===== src/rtl/freq_window_monitor.sv =====
// freq_window_monitor
//   Qualifies the 32-bit frequency word from the frequency gauge against a
//   programmable [LOW, HIGH] window. It runs a lock/loss state machine with
//   hysteresis and keeps last/min/max statistics and a saturating loss counter.
//   A maskable sticky fault drives irq. CSRs are reached over Avalon-MM with a
//   fixed read latency of 1.
//
// Ports
//   ref_clk       clock; all logic is synchronous to it
//   reset         synchronous, active-high reset
//   freq_hz       gauge result in Hz; 32'hFFFFFFFF means no valid measurement
//   mm_address    CSR word address (0 CTRL, 1 LOW, 2 HIGH, 3 STATUS,
//                 4 LAST, 5 MIN, 6 MAX, 7 LOSS)
//   mm_read       read strobe; mm_readdata is updated on the following edge
//   mm_write      write strobe
//   mm_writedata  write data
//   mm_readdata   registered read data; holds its value between reads
//   locked        1 while the state machine is LOCKED
//   irq           fault_sticky & irq_en
module freq_window_monitor #(
   parameter int unsigned SamplePeriod = 550000,
   parameter int unsigned LockCount    = 4,
   parameter int unsigned UnlockCount  = 2,
   parameter logic [31:0] DefaultLow   = 32'd0,
   parameter logic [31:0] DefaultHigh  = 32'hFFFF_FFFE
) (
   input  logic        ref_clk,
   input  logic        reset,
   input  logic [31:0] freq_hz,
   input  logic [2:0]  mm_address,
   input  logic        mm_read,
   input  logic        mm_write,
   input  logic [31:0] mm_writedata,
   output logic [31:0] mm_readdata,
   output logic        locked,
   output logic        irq
);

   localparam int TimerW = (SamplePeriod > 1) ? $clog2(SamplePeriod) : 1;
   localparam int GoodW  = $clog2(LockCount + 1);
   localparam int BadW   = $clog2(UnlockCount + 1);

   localparam logic [TimerW-1:0] TimerReload = TimerW'(SamplePeriod - 1);
   localparam logic [GoodW-1:0]  GoodMax     = GoodW'(LockCount);
   localparam logic [BadW-1:0]   BadMax      = BadW'(UnlockCount);

   localparam logic [2:0] AddrCtrl   = 3'd0;
   localparam logic [2:0] AddrLow    = 3'd1;
   localparam logic [2:0] AddrHigh   = 3'd2;
   localparam logic [2:0] AddrStatus = 3'd3;
   localparam logic [2:0] AddrLast   = 3'd4;
   localparam logic [2:0] AddrMin    = 3'd5;
   localparam logic [2:0] AddrMax    = 3'd6;
   localparam logic [2:0] AddrLoss   = 3'd7;

   typedef enum logic [1:0] {
      S_IDLE    = 2'd0,
      S_ACQUIRE = 2'd1,
      S_LOCKED  = 2'd2,
      S_LOST    = 2'd3
   } state_t;

   state_t            state_q, state_d;
   logic [GoodW-1:0]  good_q, good_d;
   logic [BadW-1:0]   bad_q, bad_d;
   logic [TimerW-1:0] timer_q;
   logic [31:0]       low_q, high_q, last_q, min_q, max_q;
   logic [15:0]       loss_q;
   logic              irq_en_q, fault_q;
   logic              fault_set, loss_inc;
   logic [31:0]       rdata_mux;

   logic strobe, sample_valid, in_window;
   logic wr_ctrl, wr_low, wr_high, wr_status, wr_min, wr_loss, reacquire;

   assign strobe       = (timer_q == '0);
   assign sample_valid = (freq_hz != 32'hFFFF_FFFF);
   // An inverted window (LOW > HIGH) can never satisfy both compares.
   assign in_window    = sample_valid && (freq_hz >= low_q) && (freq_hz <= high_q);

   assign wr_ctrl   = mm_write && (mm_address == AddrCtrl);
   assign wr_low    = mm_write && (mm_address == AddrLow);
   assign wr_high   = mm_write && (mm_address == AddrHigh);
   assign wr_status = mm_write && (mm_address == AddrStatus);
   assign wr_min    = mm_write && (mm_address == AddrMin);
   assign wr_loss   = mm_write && (mm_address == AddrLoss);
   assign reacquire = wr_ctrl && mm_writedata[1];

   // Next-state logic. A reacquire request overrides whatever the strobe
   // would have done, and it suppresses that strobe's fault and loss side effects.
   always_comb begin
      // NOTE: every output of this block gets a default first so that no path
      // leaves a variable unassigned, which would otherwise infer a latch.
      state_d   = state_q;
      good_d    = good_q;
      bad_d     = bad_q;
      fault_set = 1'b0;
      loss_inc  = 1'b0;
      if (reacquire) begin
         state_d = S_IDLE;
         good_d  = '0;
         bad_d   = '0;
      end else if (strobe) begin
         if (!sample_valid) begin
            state_d = S_IDLE;
            good_d  = '0;
            bad_d   = '0;
            if (state_q == S_LOCKED) begin
               fault_set = 1'b1;
               loss_inc  = 1'b1;
            end
         end else begin
            case (state_q)
               // good_q is always 0 in IDLE, so the first valid sample is
               // counted exactly as if it arrived in ACQUIRE.
               S_IDLE, S_ACQUIRE: begin
                  state_d = S_ACQUIRE;
                  if (in_window) begin
                     good_d = (good_q == GoodMax) ? GoodMax : good_q + GoodW'(1);
                     if (good_d == GoodMax) begin
                        state_d = S_LOCKED;
                        bad_d   = '0;
                     end
                  end else begin
                     good_d = '0;
                  end
               end
               S_LOCKED: begin
                  if (!in_window) begin
                     bad_d = (bad_q == BadMax) ? BadMax : bad_q + BadW'(1);
                     if (bad_d == BadMax) begin
                        state_d   = S_LOST;
                        fault_set = 1'b1;
                        loss_inc  = 1'b1;
                     end
                  end else begin
                     bad_d = '0;
                  end
               end
               S_LOST: begin
                  if (in_window) begin
                     good_d  = GoodW'(1);
                     bad_d   = '0;
                     state_d = (GoodMax == GoodW'(1)) ? S_LOCKED : S_ACQUIRE;
                  end
               end
            endcase
         end
      end
   end

   always_ff @(posedge ref_clk) begin
      // NOTE: state registers use non-blocking assignments so every flop
      // samples the values that existed before this edge.
      if (reset) begin
         state_q <= S_IDLE;
         good_q  <= '0;
         bad_q   <= '0;
         locked  <= 1'b0;
      end else begin
         state_q <= state_d;
         good_q  <= good_d;
         bad_q   <= bad_d;
         locked  <= (state_d == S_LOCKED);
      end
   end

   always_ff @(posedge ref_clk) begin
      if (reset) begin
         timer_q  <= TimerReload;
         low_q    <= DefaultLow;
         high_q   <= DefaultHigh;
         irq_en_q <= 1'b0;
         fault_q  <= 1'b0;
         last_q   <= 32'hFFFF_FFFF;
         min_q    <= 32'hFFFF_FFFF;
         max_q    <= 32'd0;
         loss_q   <= 16'd0;
      end else begin
         timer_q <= strobe ? TimerReload : timer_q - TimerW'(1);
         if (wr_ctrl) irq_en_q <= mm_writedata[0];
         if (wr_low)  low_q    <= mm_writedata;
         if (wr_high) high_q   <= mm_writedata;
         if (strobe)  last_q   <= freq_hz;

         // A new fault wins over a simultaneous write-1-to-clear.
         if (fault_set)                         fault_q <= 1'b1;
         else if (wr_status && mm_writedata[8]) fault_q <= 1'b0;

         // A clear that coincides with a valid sample restarts the statistics from that sample.
         if (strobe && sample_valid) begin
            if (wr_min) begin
               min_q <= freq_hz;
               max_q <= freq_hz;
            end else begin
               if (freq_hz < min_q) min_q <= freq_hz;
               if (freq_hz > max_q) max_q <= freq_hz;
            end
         end else if (wr_min) begin
            min_q <= 32'hFFFF_FFFF;
            max_q <= 32'd0;
         end

         // A loss that coincides with a clear leaves exactly one loss counted.
         if (loss_inc) begin
            if (wr_loss)                  loss_q <= 16'd1;
            else if (loss_q != 16'hFFFF)  loss_q <= loss_q + 16'd1;
         end else if (wr_loss) begin
            loss_q <= 16'd0;
         end
      end
   end

   // Read mux. It sees the values from before any write in the same cycle.
   always_comb begin
      rdata_mux = 32'd0;
      case (mm_address)
         AddrCtrl:   rdata_mux = {31'd0, irq_en_q};
         AddrLow:    rdata_mux = low_q;
         AddrHigh:   rdata_mux = high_q;
         AddrStatus: rdata_mux = {23'd0, fault_q, 5'd0, locked, state_q};
         AddrLast:   rdata_mux = last_q;
         AddrMin:    rdata_mux = min_q;
         AddrMax:    rdata_mux = max_q;
         AddrLoss:   rdata_mux = {16'd0, loss_q};
      endcase
   end

   always_ff @(posedge ref_clk) begin
      if (reset)        mm_readdata <= 32'd0;
      else if (mm_read) mm_readdata <= rdata_mux;
   end

   assign irq = fault_q & irq_en_q;

endmodule

===== config.mk =====
export PLATFORM = sky130hd
export DESIGN_NAME = freq_window_monitor
export DESIGN_NICKNAME = d
export VERILOG_FILES = /design/src/rtl/freq_window_monitor.sv
export SDC_FILE = /design/constraint.sdc
export NUM_CORES = 1
export LEC_CHECK = 0
export ABC_CLOCK_PERIOD_IN_PS = 5300
export CAP_MARGIN = 0
export CORE_UTILIZATION = 40
export CTS_BUF_LIST = sky130_fd_sc_hd__clkbuf_8
export DETAILED_ROUTE_END_ITERATION = 8
export GPL_TIMING_DRIVEN = 0
export PLACE_DENSITY = 0.68
export SYNTH_ARGS = -nofsm -noshare
export SYNTH_HDL_FRONTEND = slang
export SYNTH_SLANG_ARGS = --single-unit

===== constraint.sdc =====
create_clock -name ref_clk -period 5.3 [get_ports ref_clk]
set_input_delay 0.53 -clock ref_clk [delete_from_list [all_inputs] [get_ports ref_clk]]
set_output_delay 0.53 -clock ref_clk [all_outputs]
set_load 0.005 [all_outputs]

==> results.yml <==
synthesis:
  synth_edf_count: 0
  post_synth.cell_area_avg_um2: 8.31
  ys_ff_latch: 238
  ys_warn_count: 0
  yosys.area.top_type: "dfxtp_1"
  synthFlopType: "dfxtp_1"
  netlist.area_leader.share: 0.361
  syn-cell-area_um2: 13200
  synth_nets: 1791
  ys_types: 61
  ys_seq_area_frac: 0.361
  synth_most_common_cell: "dfxtp_1"
  postSynthCellCount: 1588
  ys_top_cells_by_count: "dfxtp_1 (238), nand2_1 (235), inv_1 (141)"
  synth_area_leaders: "dfxtp_1 (36%), ha_1 (13%), nand2_1 (6.7%), a21oi_1 (4.2%), inv_1 (4.0%)"
  synthArstFlopShare: 0
worst_hold_path:
  hold_path_startpoint: "timer_q[0]$_SDFF_PP1_"
  whs_path_depth: 1
  min_path_type: "flip-flop to flip-flop"
timing:
  finalSetupViolCount: 0
  hold_viol: 0
  rsz0062_at_grt: "no"
  tightest_slew_ns: 1.23
  fin_crit_ns: 4.70
  fmax_mhz: 213
  timing.final.crit_share: 0.887
  fin_skew_ns: 0.0209
  timing.slew.headroom: 0.170
  fin_setup_tns_ns: 0
  final-max-slew-violation-count: 0
clocking:
  clk_pin_slew_worst_paths_ns: 0.06
  cts_tree: "yes"
  cts-root-buf: "clkbuf_8"
  cts.sinks: 238
  numCtsBuffers: 43
  hold_buffers: 0
  htree_num_levels: 2
  ctsResizeCount: 0
  cts_max_path_buffers: 3
  clock_latency_ns: 0.56
  cts_setup_buffers: 0
power_and_ir_drop:
  p_per_area_nw_per_um2: 263
  p_int_w: 0.00299
  switchingPower_w: 0.00113
  irDropWorstVdd_mv: 0.143
  p_leak_nw: 6.55
  p_seq_frac: 0.447
  p_sw_frac: 0.274
  combPwrFrac: 0.124
  clock_power_share: 0.428
detailed_routing:
  dr.pass1.iters: 5
  drc: 0
  viasPerCell: 5.87
  vias: 12965
  drt-total-wl_um: 47600
  drtIter0Drc: 1146
  ant_nets: 0
  wl_per_cell_um: 21.5
critical_path:
  reg2reg_from: "max_q[27]$_SDFFE_PP0P_"
  critPathLaunch: "freq_hz[31]"
  cp.required_ns: 5.79
  start_kind: "input pin"
  end_kind: "flip-flop"
  cp.arrival_ns: 5.20
  worstPathMaxFanout: 10
  worstRegToRegCells: 10
  crit_type: "input pin to flip-flop"
global_route:
  grt.met2_usage: 0.450
  grt_max_degree: 11
  grt_pass1_vias: 12420
  grtUsageMet3: 0.0563
  grt.busiest_layer: "met2"
  gr-usage-met1: 0.355
  grt-ovfl-total: 0
  grt_usage: 0.282
  antenna_found_initial: 1
  grt_pass1_wl_um: 72300
floorplanning:
  die_h_um: 184
  start_util: 0.406
  pin_count: 105
  rows: 66
  coreArea_um2: 32500
  dieArea_um2: 33700
  die_w_um: 184
status:
  status: "finished clean"
layout:
  syn2layout_area_growth_pct: 18.6
  layout-drive-gt1-share: 0.0492
  finalNonFillerCells: 2209
  fillCellCount: 3150
  nets: 1938
  diodes: 0
placed_design:
  dp_hpwl_um: 35800
  dpl.cell_count: 2132
  routabilityCongestion: 0.976
  io_buffers: 102
flow_run:
  cap_violations: 0
-- routing by layer --
metal	wire [µm]	vias to the layer above
li1	-	6023
met1	19800	6197
met2	21200	596
met3	3980	149
met4	2630	0
met5	0	-
-- logic make-up after synthesis --
group / after synthesis / synth area share
DFF: 238 / 0.361
xor gates and xnor gates: 17 / 0.0113
and+or+nand+nor: 514 / 0.182
adders and majority gates: 132 / 0.125
AOI/OAI and AO/OA: 414 / 0.220
buffers and inverters: 231 / 0.0662
muxes: 42 / 0.0347
-- area by class of cell --
type	count	area, µm²	area share
tap	442	553	0.0353
clock inverter	19	80.1	0.00512
inverter	141	529	0.0338
timing repair buffer	102	1020	0.0652
sequential	238	4760	0.304
buffer	90	344	0.0220
multi-input combinational	1119	7560	0.483
clock buffer	58	798	0.0510
-- worst max-delay path, cell delays in order --
cell	delay [ns]
clkdlybuf4s50_1	0.75
ha_1	0.49
nand4_1	0.17
nor4_1	1.07
nand2_1	0.34
o31ai_1	0.41
nand2_1	0.10
o21ai_1	0.36
clkbuf_1	0.69
a22o_1	0.26
-- per-stage QoR --
step / cell area (µm²) / util / setup WS, ns / power (W) / hold WS, ns
floorplan: 13200 / - / 2.02 / 0.00212 / 0.384
global placement: 14800 / 0.454 / 0.373 / 0.00237 / 0.397
detailed placement: 14800 / 0.454 / 0.272 / 0.00238 / 0.400
CTS: 15700 / 0.481 / 0.809 / 0.00413 / 0.413
global route: 15700 / 0.481 / 0.364 / 0.00426 / 0.438
finish: 15700 / 0.481 / 0.597 / 0.00412 / 0.408
-- cell usage in the layout, fill, tap and decap left out, types with 19 or more instances in the layout --
master and count:
o211ai_1 37, a221o_1 19, clkbuf_8 58, a21o_1 22, a22o_1 34, o21ai_0 36, o22a_1 32, a22oi_1 23
inv_1 155, clkdlybuf4s50_1 102, nand2_1 235, nand4_1 37, clkbuf_1 76, nor2b_1 25, nor2_1 80, a21oi_1 111
mux2i_1 30, ha_1 132, nand3_1 57, dfxtp_1 238
-- path summary, 6_finish.rpt --
kind,end,slack (ns)
worst max-delay path,max_q[17]$_SDFFE_PP0P_,0.60
worst min-delay path,timer_q[0]$_SDFF_PP1_,0.41
worst min register to register,timer_q[0]$_SDFF_PP1_,0.41
worst max register to register,max_q[17]$_SDFFE_PP0P_,1.13
-- registers in the layout, summed over array words and instances (netlist names) --
name,count
bad_q,2
fault_q,1
good_q,3
high_q,32
irq_en_q,1
last_q,32
locked,1
loss_q,16
low_q,32
max_q,32
min_q,32
mm_readdata,32
state_q,2
timer_q,20
-- power groups by stage --
stage	sequential [W]	clock (W)	combinational, W
after CTS	0.00184	0.00178	0.000502
after global routing	0.00185	0.00186	0.000550
final	0.00184	0.00176	0.000512
after global placement	0.00188	0	0.000489
after detailed placement	0.00188	0	0.000499
after floorplan	0.00188	0	0.000248
(Power assumes the default switching activity.)
